[src/rtl/min_max_seq_ctrl.sv]
// rtl/min_max_seq_ctrl.sv - frame min/max tracker with first-occurrence indices over a valid/ready sample stream
module min_max_seq_ctrl #(
  parameter int WIDTH = 4,
  parameter int COUNT = 8,
  localparam int IDX_W = (COUNT > 1) ? $clog2(COUNT) : 1
) (
  input  logic             clk,
  input  logic             rst_n,
  input  logic             start,
  input  logic             in_valid,
  input  logic [WIDTH-1:0] in_data,
  output logic             in_ready,
  output logic             busy,
  output logic             done,
  output logic [WIDTH-1:0] max_val,
  output logic [WIDTH-1:0] min_val,
  output logic [IDX_W-1:0] max_idx,
  output logic [IDX_W-1:0] min_idx,
  output logic             eq_all
);

  localparam int CNT_W = IDX_W + 1;
  localparam logic [CNT_W-1:0] LAST = CNT_W'(COUNT - 1);

  typedef enum logic [1:0] {S_IDLE, S_LOAD, S_COMPARE, S_DONE} state_t;

  state_t           state;
  state_t           next_state;
  logic [CNT_W-1:0] count;
  logic             accept;
  logic             start_ok;
  logic             gt;
  logic             lt;
  logic [WIDTH-1:0] nxt_max;
  logic [WIDTH-1:0] nxt_min;

  // in_ready mirrors the state register, so a handshake is only possible in LOAD/COMPARE
  assign accept   = in_valid && in_ready;
  assign start_ok = start && ((state == S_IDLE) || (state == S_DONE));
  assign gt       = in_data > max_val;
  assign lt       = in_data < min_val;

  // State register
  always_ff @(posedge clk or negedge rst_n) begin
    if (!rst_n) state <= S_IDLE;
    else        state <= next_state;
  end

  // Next-state logic; a start outside IDLE/DONE falls through untouched
  always_comb begin
    next_state = state;
    case (state)
      S_IDLE:    if (start) next_state = S_LOAD;
      S_LOAD:    if (accept) next_state = (COUNT == 1) ? S_DONE : S_COMPARE;
      S_COMPARE: if (accept && (count == LAST)) next_state = S_DONE;
      S_DONE:    next_state = start ? S_LOAD : S_IDLE;
      default:   next_state = S_IDLE;
    endcase
  end

  // Running extremes including the sample being accepted, so eq_all can be registered with done
  always_comb begin
    nxt_max = max_val;
    nxt_min = min_val;
    if (accept) begin
      if (state == S_LOAD) begin
        nxt_max = in_data;
        nxt_min = in_data;
      end else begin
        if (gt) nxt_max = in_data;
        if (lt) nxt_min = in_data;
      end
    end
  end

  // Registered handshake/status flags derived from the upcoming state
  always_ff @(posedge clk or negedge rst_n) begin
    if (!rst_n) begin
      in_ready <= 1'b0;
      busy     <= 1'b0;
      done     <= 1'b0;
      eq_all   <= 1'b0;
    end else begin
      in_ready <= (next_state == S_LOAD) || (next_state == S_COMPARE);
      busy     <= (next_state == S_LOAD) || (next_state == S_COMPARE);
      done     <= (next_state == S_DONE);
      if (next_state == S_DONE)
        eq_all <= (nxt_max == nxt_min);
      else if (start_ok)
        eq_all <= 1'b0;
    end
  end

  // Datapath: strict compares only, so indices keep the earliest occurrence on ties
  always_ff @(posedge clk or negedge rst_n) begin
    if (!rst_n) begin
      count   <= '0;
      max_val <= '0;
      min_val <= '0;
      max_idx <= '0;
      min_idx <= '0;
    end else if (start_ok) begin
      count <= '0;
    end else if (accept) begin
      max_val <= nxt_max;
      min_val <= nxt_min;
      if (state == S_LOAD) begin
        count   <= CNT_W'(1);
        max_idx <= '0;
        min_idx <= '0;
      end else begin
        count <= count + CNT_W'(1);
        if (gt) max_idx <= count[IDX_W-1:0];
        if (lt) min_idx <= count[IDX_W-1:0];
      end
    end
  end

endmodule

[config.mk]
export PLATFORM = sky130hd
export DESIGN_NAME = min_max_seq_ctrl
export DESIGN_NICKNAME = d
export VERILOG_FILES = /design/src/rtl/min_max_seq_ctrl.sv
export SDC_FILE = /design/constraint.sdc
export NUM_CORES = 1
export LEC_CHECK = 0
export ABC_AREA = 1
export BUFFER_PORTS_ARGS = -buffer_cell sky130_fd_sc_hd__buf_4
export CAP_MARGIN = 30
export CELL_PAD_IN_SITES_DETAIL_PLACEMENT = 2
export CELL_PAD_IN_SITES_GLOBAL_PLACEMENT = 2
export CORE_MARGIN = 2
export CORE_UTILIZATION = 34
export DETAILED_ROUTE_END_ITERATION = 7
export PLACE_DENSITY = 0.82
export REMOVE_ABC_BUFFERS = 1
export SYNTH_ARGS = -nofsm -noshare
export SYNTH_HDL_FRONTEND = slang
export SYNTH_SLANG_ARGS = --single-unit
[constraint.sdc]
create_clock -name clk -period 3.78 [get_ports clk]
set_input_delay 0 -clock clk [delete_from_list [all_inputs] [get_ports clk]]
set_output_delay 0 -clock clk [all_outputs]
set_load 0.005 [all_outputs]
==> impl_metrics.json, run 1 <==
{
  "clock_insertion_delay_worst_skew_ns": 0.27,
  "placement_rows": 23,
  "arrival_ns": 2.31,
  "dp.final_hpwl_um": 3700,
  "detail_route.vias_per_cell": 5.15,
  "maxSlewViolCount": 0,
  "area_delta_synth_final_pct": 19.7,
  "number_of_antenna_violations_at_the_first_check_in_global_routing": 0,
  "htreeDepth": 1,
  "synth_seq_area_share_pct": 39.3,
  "core_um2": 4090,
  "worstMarginPinSlew_ns": 0.377,
  "initial_utilization_pct": 35.9,
  "endpoint_kind": "flip-flop",
  "pre_cts_ws_ns": 1.70,
  "worst_slack_ns": 1.69,
  "post_route_setup_tns_ns": 0,
  "num-fill-cells": 489,
  "grt_usage_pct": 20.7,
  "path_clk_slew_ns": 0.09,
  "rsz0062_at_grt": "false",
  "drive_above_1_share_pct": 23.0,
  "yosys.area.top_type_share_pct": 39.3,
  "status": "completed",
  "netlist.top_cell.by_area": "dfrtp_1",
  "maximum_clock_rate_mhz": 478,
  "synth_seq_cells": 23,
  "numCtsBuffers": 3,
  "synth_top_flop_cell": "dfrtp_1",
  "hold_path.class": "in -> reg",
  "static-leakage-power_uw": 0.000948,
  "fp.dieH_um": 69.6,
  "post_cts_buffers": 0,
  "cts_sinks": 23,
  "numPortBuffers": 25,
  "tritoncts": "built",
  "ctsLongestPathBuffers": 2,
  "drt_pass_1_iters": 4,
  "finish.instance_area_um2": 1750,
  "io_pins": 26,
  "grt_start_max_net_pins": 24,
  "synth.cell_area_um2": 1470,
  "max_vdd_drop_mv": 0.299,
  "period_share_pct": 55.4,
  "synth_area_leaders": "dfrtp_1 (39%), nand2_1 (13%), ha_1 (12%)",
  "route.detailed.wl_per_inst_um": 17.6,
  "timing.max_cap.violations": 0,
  "yosys-top-cells-count": "nand2_1 (50), inv_1 (25), dfrtp_1 (23)",
  "num-nets-final": 232,
  "drt_first_iter_violations": 15,
  "worstPathMaxFanout": 7,
  "wire_length_of_the_first_global_routing_pass_um": 7820,
  "syn_avg_cell_area_um2": 8.05,
  "remaining_drc_errors": 0,
  "criticalPathCategory": "reg -> reg",
  "async_reset_ff_share_pct": 100,
  "synth.yosys.warnings": 0,
  "grt_overflow_total": 0,
  "period_needed_ns": 2.09,
  "syn-instance-count": 182,
  "fin_skew_ns": 0.00682,
  "gp_congestion": 0.768,
  "timing.slew.headroom_pct": 74.9,
  "ys_types": 24,
  "antenna_cells": 0,
  "route.vias.total": 1333,
  "drt.antenna.violating_nets": 0,
  "design.die.area_um2": 4850,
  "yosysMostFrequentCell": "nand2_1",
  "count_of_flip_flops_with_a_built_in_enable_after_synthesis": 0,
  "setup_viol": 0,
  "dpl_cell_area_um2": 1700,
  "pwr_density_cell_nw_per_um2": 771,
  "timing_hold_violations_final": 0,
  "start_kind": "flip-flop",
  "cts_root_buf": "clkbuf_8",
  "die_width_um": 69.6,
  "number_of_global_route_vias_before_repair": 1562,
  "wl_um": 4560,
  "timing.critical_path.required_ns": 4.00
}
-- per-layer routing --
| layer | up-vias | routed length [um] | global-route usage [%] |
|---|---|---|---|
| li1 | 636 | - | - |
| met1 | 668 | 1920 | 23.2 |
| met2 | 21 | 2470 | 40.5 |
| met3 | 8 | 103 | 2.33 |
| met4 | 0 | 61 | 6.41 |
| met5 | - | 0 | 0 |
-- critical path, cell delays in order, from the launching register on --
cell,delay [ns]
dfrtp_1,0.44
inv_1,0.11
ha_1,0.26
inv_2,0.14
o21ai_0,0.20
a221oi_1,0.10
a31oi_1,0.23
ha_1,0.25
nand2_1,0.07
nor2_1,0.10
nand3_1,0.08
nand2_1,0.06
-- sequential cells by signal, indices dropped and copies added (netlist names) --
signal and count:
count 4, max_val 4, min_val 4, max_idx 3, min_idx 3, state 2
busy 1, done 1, eq_all 1
-- cell families after synthesis --
| group | share of synthesized area [%] |
|---|---|
| AND/OR/NAND/NOR | 25.3 |
| XOR/XNOR | 1.79 |
| flip-flops | 39.3 |
| adder cells (fa/ha/maj) | 12.0 |
| AO/OA/AOI/OAI | 8.71 |
| buffers and inverters | 8.37 |
| multiplexers | 4.61 |
-- power by group --
part	internal (uW)	switching, uW	total (uW)
registers	339	77.7	416
clock network	73.8	87.0	161
logic	306	469	775
total	718	634	1350
-- cell usage in the layout (no fill, tap or decap) --
cell,instances
o21ai_0,9
o31ai_1,1
o22ai_1,3
nand2_2,3
o21ai_1,2
xor2_1,1
a221oi_1,1
buf_4,25
nor2_1,8
dlygate4sd3_1,1
inv_2,3
nand3_1,15
clkinv_2,1
ha_1,14
a31oi_1,2
o211ai_1,1
a21oi_1,2
mux2_2,6
a22oi_1,1
xnor2_1,2
inv_1,25
nand2_4,3
clkbuf_8,3
dfrtp_1,23
nor2_2,4
nand2_1,50
-- what timing repair did --
| action | 4_1_cts | 5_1_grt |
|---|---|---|
| resized for setup | 0 | 0 |
| hold buffers | 1 | 0 |
| hold endpoints to repair | 23 | 0 |
-- worst paths after layout --
kind                            start    endpoint  slack, ns  cells past startpoint
max reg2reg                  state[1]      eq_all       1.69                     11
min                        in_data[0]  max_val[0]        0.1                      3
max in group asynchronous       rst_n    state[1]       3.36                      2
min in group asynchronous       rst_n  min_val[0]       0.16                      2
min reg2reg                min_idx[1]  min_idx[1]       0.51                      1
max                          state[1]      eq_all       1.69                     11
-- cell type report --
class                   count  area, um^2  area share (%)
inverters                  28         105            5.99
well taps                  50        62.6            3.57
flip-flops and latches     23         576            32.8
multi-input cells         128         767            43.7
clock buffers               3        41.3            2.35
repair buffers             26         198            11.3
clock inverters             1        5.00           0.285
-- per-stage QoR --
| step | utilization, % | std cells | hold WS [ns] | power, uW |
|---|---|---|---|---|
| after detailed placement | 41.5 | 254 | -0.0764 | 1210 |
| after global placement | 41.5 | 254 | -0.0835 | 1140 |
| after floorplan | - | 179 | -0.296 | 882 |
| after global routing | 42.9 | 259 | 0.117 | 1490 |
| after CTS | 42.9 | 259 | 0.104 | 1380 |
| final | 42.9 | 259 | 0.0975 | 1350 |
No activity file was read; power rests on OpenSTA's default activity.
==> run 2, diff against run 1 <==
--- a/config.mk
+++ b/config.mk
@@ -11,9 +11,9 @@
 export CELL_PAD_IN_SITES_DETAIL_PLACEMENT = 2
 export CELL_PAD_IN_SITES_GLOBAL_PLACEMENT = 2
 export CORE_MARGIN = 2
-export CORE_UTILIZATION = 34
+export CORE_UTILIZATION = 29
 export DETAILED_ROUTE_END_ITERATION = 7
-export PLACE_DENSITY = 0.82
+export PLACE_DENSITY = 0.74
 export REMOVE_ABC_BUFFERS = 1
 export SYNTH_ARGS = -nofsm -noshare
 export SYNTH_HDL_FRONTEND = slang
==> constraint.sdc (replaced) <==
create_clock -name clk -period 1.9 [get_ports clk]
set_input_delay 0 -clock clk [delete_from_list [all_inputs] [get_ports clk]]
set_output_delay 0 -clock clk [all_outputs]
set_load 0.005 [all_outputs]
==> impl_metrics.json, run 2 (same netlist as run 1, synthesis figures left out) <==
{
  "met3_wirelength_um": 115,
  "dpl_cell_area_um2": 1780,
  "rsz0062_at_grt": "true",
  "critical_path.top_delay_family": "simple AND/OR/NAND/NOR gates",
  "worst_r2r_startpoint": "max_val[2]",
  "num-fill-cells": 539,
  "drive_above_1_share_pct": 44.5,
  "wl_um": 4770,
  "grt_start_max_net_pins": 24,
  "antenna_cells": 0,
  "arrival_ns": 2.02,
  "timing.max_cap.violations": 0,
  "worstPathMaxFanout": 6,
  "timing.critical_path.cells": "inv_1, ha_1, nand2_2, inv_2, nand2_2, nand2_2, nand2_2, nand2_4, nand2_8, nor2_4, mux2_4",
  "hold_path.class": "in -> reg",
  "remaining_drc_errors": 0,
  "pwr_density_cell_nw_per_um2": 1570,
  "max_vdd_drop_mv": 0.530,
  "fin_skew_ns": 0.00711,
  "worst_hold_slack_ns": 0.136,
  "highest-signal-layer": "met4",
  "timing_hold_violations_final": 0,
  "tritoncts": "built",
  "route.vias.total": 1372,
  "io_pins": 26,
  "worstReg2RegEnd": "max_idx[1]",
  "number_of_antenna_violations_at_the_first_check_in_global_routing": 0,
  "drt_pass_1_iters": 4,
  "critPathLaunch": "max_val[2]",
  "criticalPathCategory": "reg -> reg",
  "drt.antenna.violating_nets": 0,
  "status": "completed",
  "ff2ff_path_depth": 11,
  "detail_route.vias_per_cell": 4.67,
  "maximum_clock_rate_mhz": 540,
  "core_um2": 4790,
  "cts_sinks": 23,
  "static-leakage-power_uw": 0.00105,
  "power_uw": 3280,
  "maxSlewViolCount": 0,
  "path_buf_inv": 2,
  "worst_path_most_repeated_cell": "nand2_2",
  "met2WireLength_um": 2460,
  "placement_rows": 25,
  "ctsLongestPathBuffers": 2,
  "numPortBuffers": 25,
  "period_needed_ns": 1.85,
  "timing.slew.headroom_pct": 75.8,
  "clock_insertion_delay_worst_skew_ns": 0.27,
  "timing.critical_path.slowest_stage_cell": "dfrtp_1",
  "design.die.area_um2": 5640,
  "drt_first_iter_violations": 31,
  "worst-r2r-setup-slack_ns": 0.05,
  "timing.critical_path.slowest_cell_delay_ns": 0.36,
  "initial_utilization_pct": 30.6,
  "timing.critical_path.required_ns": 2.07,
  "path_clk_slew_ns": 0.09,
  "endpoint_kind": "flip-flop",
  "gp_congestion": 0.794,
  "worstMarginPinSlew_ns": 0.362,
  "num-nets-final": 250,
  "grt_usage_pct": 17.4,
  "most_common_cell_after_layout_fill_and_taps_aside": "buf_4",
  "period_share_pct": 97.4,
  "finish.instance_area_um2": 2090,
  "htreeDepth": 1,
  "numCtsBuffers": 3,
  "wirelength_met1_um": 2120,
  "crit_cells": 11,
  "dp.final_hpwl_um": 3550,
  "cp-endpoint": "max_idx[1]",
  "setup_viol": 0,
  "start_kind": "flip-flop",
  "area_delta_synth_final_pct": 42.7,
  "fp.dieH_um": 75.1,
  "wire_length_of_the_first_global_routing_pass_um": 7180,
  "die_width_um": 75.1,
  "route.detailed.wl_per_inst_um": 16.2,
  "cts_root_buf": "clkbuf_8",
  "number_of_global_route_vias_before_repair": 1476,
  "top_regs": "count (4), max_val (4), min_val (4)",
  "grt_overflow_total": 0,
  "worstHoldPathCells": 3,
  "mostFrequentLayoutCells": "buf_4 (43), nand2_1 (33), dfrtp_1 (22)"
}
run 2: cell count changes in the layout (fill, tap and decap cells not counted), sizes merged:
cell  previous run  this run
buf             25        43
run 2: worst min path at each step:
stage                       to        from
finish              max_val[0]  in_data[0]
global placement    max_idx[0]       rst_n
floorplan                 busy       rst_n
CTS                 max_val[0]  in_data[0]
detailed placement  max_idx[0]       rst_n
global route        max_val[0]  in_data[0]
run 2: what timing repair did:
item                       4_1_cts  5_1_grt
resized for setup                3       45
hold endpoints to repair        23        0
setup buffers                    3        7
hold buffers                     1        0
setup endpoints to repair        4        7
pin swaps                        0       22
run 2: metal layers:
layer / vias up / GRT usage (%)
li1: 674 / -
met1: 668 / 21.3
met2: 21 / 31.5
met3: 9 / 2.41
met4: 0 / 5.16
met5: - / 0
run 2: layout make-up:
| class | instances | area, um^2 | area share [%] |
|---|---|---|---|
| timing repair buffer | 44 | 333 | 15.9 |
| tap | 67 | 83.8 | 4.01 |
| clock buffer | 3 | 41.3 | 1.97 |
| sequential | 23 | 577 | 27.6 |
| inverter | 28 | 105 | 5.03 |
| clock inverter | 1 | 5.00 | 0.239 |
| multi-input combinational | 128 | 946 | 45.2 |
run 2: worst reg2reg max path, stage by stage, from the launching register on:
cell,delay (ns)
dfrtp_1,0.36
inv_1,0.06
ha_1,0.30
nand2_2,0.06
inv_2,0.06
nand2_2,0.04
nand2_2,0.06
nand2_2,0.07
nand2_4,0.13
nand2_8,0.10
nor2_4,0.19
mux2_4,0.32
run 2: metrics by stage:
stage / setup TNS, ns / setup slack (ns) / utilization, % / instances
final: 0 / 0.0487 / 43.7 / 294
after global routing: -0.244 / -0.0796 / 43.7 / 294
after CTS: 0 / 0.00392 / 39.1 / 287
after detailed placement: -0.190 / -0.0646 / 37.2 / 279
after global placement: 0 / 0.0265 / 37.2 / 279
after floorplan: 0 / 0.146 / - / 179
run 2: where the power goes:
group          internal [uW]  switching, uW  total (uW)  leakage [uW]
Sequential               675            137         812      0.000296
Clock                    147            175         322     0.0000255
Combinational            967           1180        2150      0.000732
Total                   1790           1490        3280       0.00105
==> run 3, diff against run 2 <==
--- a/config.mk
+++ b/config.mk
@@ -11,9 +11,11 @@
 export CELL_PAD_IN_SITES_DETAIL_PLACEMENT = 2
 export CELL_PAD_IN_SITES_GLOBAL_PLACEMENT = 2
 export CORE_MARGIN = 2
-export CORE_UTILIZATION = 29
+export CORE_UTILIZATION = 30
+export CTS_BUF_LIST = sky130_fd_sc_hd__clkbuf_8
+export CTS_CLUSTER_DIAMETER = 40
 export DETAILED_ROUTE_END_ITERATION = 7
-export PLACE_DENSITY = 0.74
+export PLACE_DENSITY = 0.76
 export REMOVE_ABC_BUFFERS = 1
 export SYNTH_ARGS = -nofsm -noshare
 export SYNTH_HDL_FRONTEND = slang
==> impl_metrics.json, run 3 (same netlist as run 1, synthesis figures left out) <==
{
  "timing.critical_path.required_ns": 2.05,
  "placement_rows": 25,
  "wire_length_of_the_first_global_routing_pass_um": 7280,
  "mostFrequentLayoutCells": "buf_4 (45), nand2_1 (37), dfrtp_1 (23)",
  "drt_first_iter_violations": 24,
  "io_pins": 26,
  "multi_input_area_um2": 911,
  "grt_overflow_total": 0,
  "detail_route.vias_per_cell": 4.76,
  "maximum_clock_rate_mhz": 529,
  "final_cells": 296,
  "area_delta_synth_final_pct": 41.2,
  "timing.critical_path.cells": "inv_2, ha_4, nand2_2, inv_2, nand2_1, nand2_1, nand2_2, nand2_4, nand2_8, nor2_4, mux2_2",
  "num-nets-final": 252,
  "top_regs": "count (4), max_val (4), min_val (4)",
  "cts_sinks": 23,
  "antenna_cells": 0,
  "design.die.area_um2": 5460,
  "number_of_global_route_vias_before_repair": 1539,
  "status": "completed",
  "clock_insertion_delay_worst_skew_ns": 0.27,
  "fin_skew_ns": 0.00383,
  "start_kind": "flip-flop",
  "ctsLongestPathBuffers": 2,
  "remaining_drc_errors": 0,
  "timing_hold_violations_final": 0,
  "timing.max_cap.violations": 0,
  "worstMarginPinSlew_ns": 0.359,
  "static-leakage-power_uw": 0.00106,
  "maxSlewViolCount": 0,
  "initial_utilization_pct": 31.0,
  "drive_above_1_share_pct": 41.5,
  "wl_um": 4920,
  "period_needed_ns": 1.89,
  "path_clk_slew_ns": 0.08,
  "numPortBuffers": 25,
  "arrival_ns": 2.05,
  "hold_path.class": "in -> reg",
  "tritoncts": "built",
  "core_um2": 4720,
  "cts_root_buf": "clkbuf_8",
  "fp.dieH_um": 73.9,
  "grt_start_max_net_pins": 24,
  "criticalPathCategory": "reg -> reg",
  "final_core_util_pct": 43.8,
  "most_common_cell_after_layout_fill_and_taps_aside": "buf_4",
  "numCtsBuffers": 3,
  "timing.slew.headroom_pct": 76.0,
  "timing.critical_path.slowest_stage_cell": "dfrtp_1",
  "period_share_pct": 99.5,
  "pwr_density_cell_nw_per_um2": 1570,
  "dp_cells": 279,
  "worstPathMaxFanout": 6,
  "setup_viol": 0,
  "grt_usage_pct": 17.8,
  "number_of_antenna_violations_at_the_first_check_in_global_routing": 0,
  "rsz0062_at_grt": "true",
  "endpoint_kind": "flip-flop",
  "route.vias.total": 1408,
  "gp_congestion": 0.778,
  "route.detailed.wl_per_inst_um": 16.6,
  "drt.antenna.violating_nets": 0,
  "num-fill-cells": 534,
  "die_width_um": 73.9,
  "max_vdd_drop_mv": 0.498,
  "htreeDepth": 1,
  "drt_pass_1_iters": 4,
  "post_route_setup_tns_ns": 0,
  "timing.critical_path.slowest_cell_delay_ns": 0.39,
  "dp.final_hpwl_um": 3480,
  "seqCellArea_um2": 576
}
-- run 3: cell count changes in the layout (fill, tap and decap cells not counted), moves of 2 or more --
cell and delta:
mux2_4 -2, nand2_1 +4, ha_2 -2, buf_4 +2, mux2_2 +2, nand2_4 -4
nor2_2 -2
-- run 3: timing repair --
| action | 4_1_cts | 5_1_grt |
|---|---|---|
| hold buffers | 1 | 0 |
| hold endpoints to repair | 23 | 0 |
| gates resized for setup | 2 | 34 |
| setup endpoints to repair | 4 | 8 |
| buffers inserted | 2 | 10 |
| pin swaps | 0 | 17 |
-- run 3: worst max-delay path: cells and delay by family, from the launching register on --
kind,cells,cell delay [ns]
fa+ha+maj,1,0.28
buf+inv,2,0.12
flops,1,0.39
mux,1,0.35
simple gates,7,0.64
-- run 3: path summary, 6_finish.rpt --
| kind | from | end | slack, ns | depth (start not counted) |
|---|---|---|---|---|
| worst max-delay path | max_val[3] | max_idx[0] | 0.009 | 11 |
| worst min-delay path | in_data[0] | max_val[0] | 0.12 | 3 |
| worst max register to register | max_val[3] | max_idx[0] | 0.009 | 11 |
| worst min register to register | eq_all | eq_all | 0.50 | 2 |
| max in group asynchronous | rst_n | min_val[2] | 1.51 | 2 |
| min in group asynchronous | rst_n | count[2] | 0.15 | 2 |
-- run 3: metal layers --
| metal | GRT usage (%) | vias up | part of all wire, % |
|---|---|---|---|
| met1 | 20.8 | 701 | 40 |
| met5 | 0 | - | 0 |
| met2 | 33.4 | 22 | 56 |
| li1 | - | 678 | - |
| met3 | 2.61 | 7 | 2.5 |
| met4 | 4.85 | 0 | 1.5 |
-- run 3: final cells by class --
class                   count  share of cell area (%)
clock buffers               3                    2.00
clock inverters             1                   0.181
inverters                  28                    5.08
multi-input cells         128                    44.0
flip-flops and latches     23                    27.8
well taps                  67                    4.05
repair buffers             46                    16.8
-- run 3: power breakdown --
part	switching, uW	leakage, uW	total (uW)	internal [uW]
Sequential	154	0.000298	828	673
Combinational	1140	0.000731	2120	972
Clock	159	0.0000269	304	145
Total	1460	0.00106	3250	1790
-- run 3: metrics by stage --
stage	worst slack, ns	hold WS [ns]	total power (uW)	cell area [um^2]
3_3_place_gp	0.0839	-0.0823	2370	1780
4_1_cts	0.0235	0.0622	2850	1860
2_1_floorplan	0.146	-0.296	1750	1450
6_report	0.00855	0.122	3250	2070
5_1_grt	-0.125	0.108	3560	2070
3_5_place_dp	-0.00135	-0.0817	2470	1780
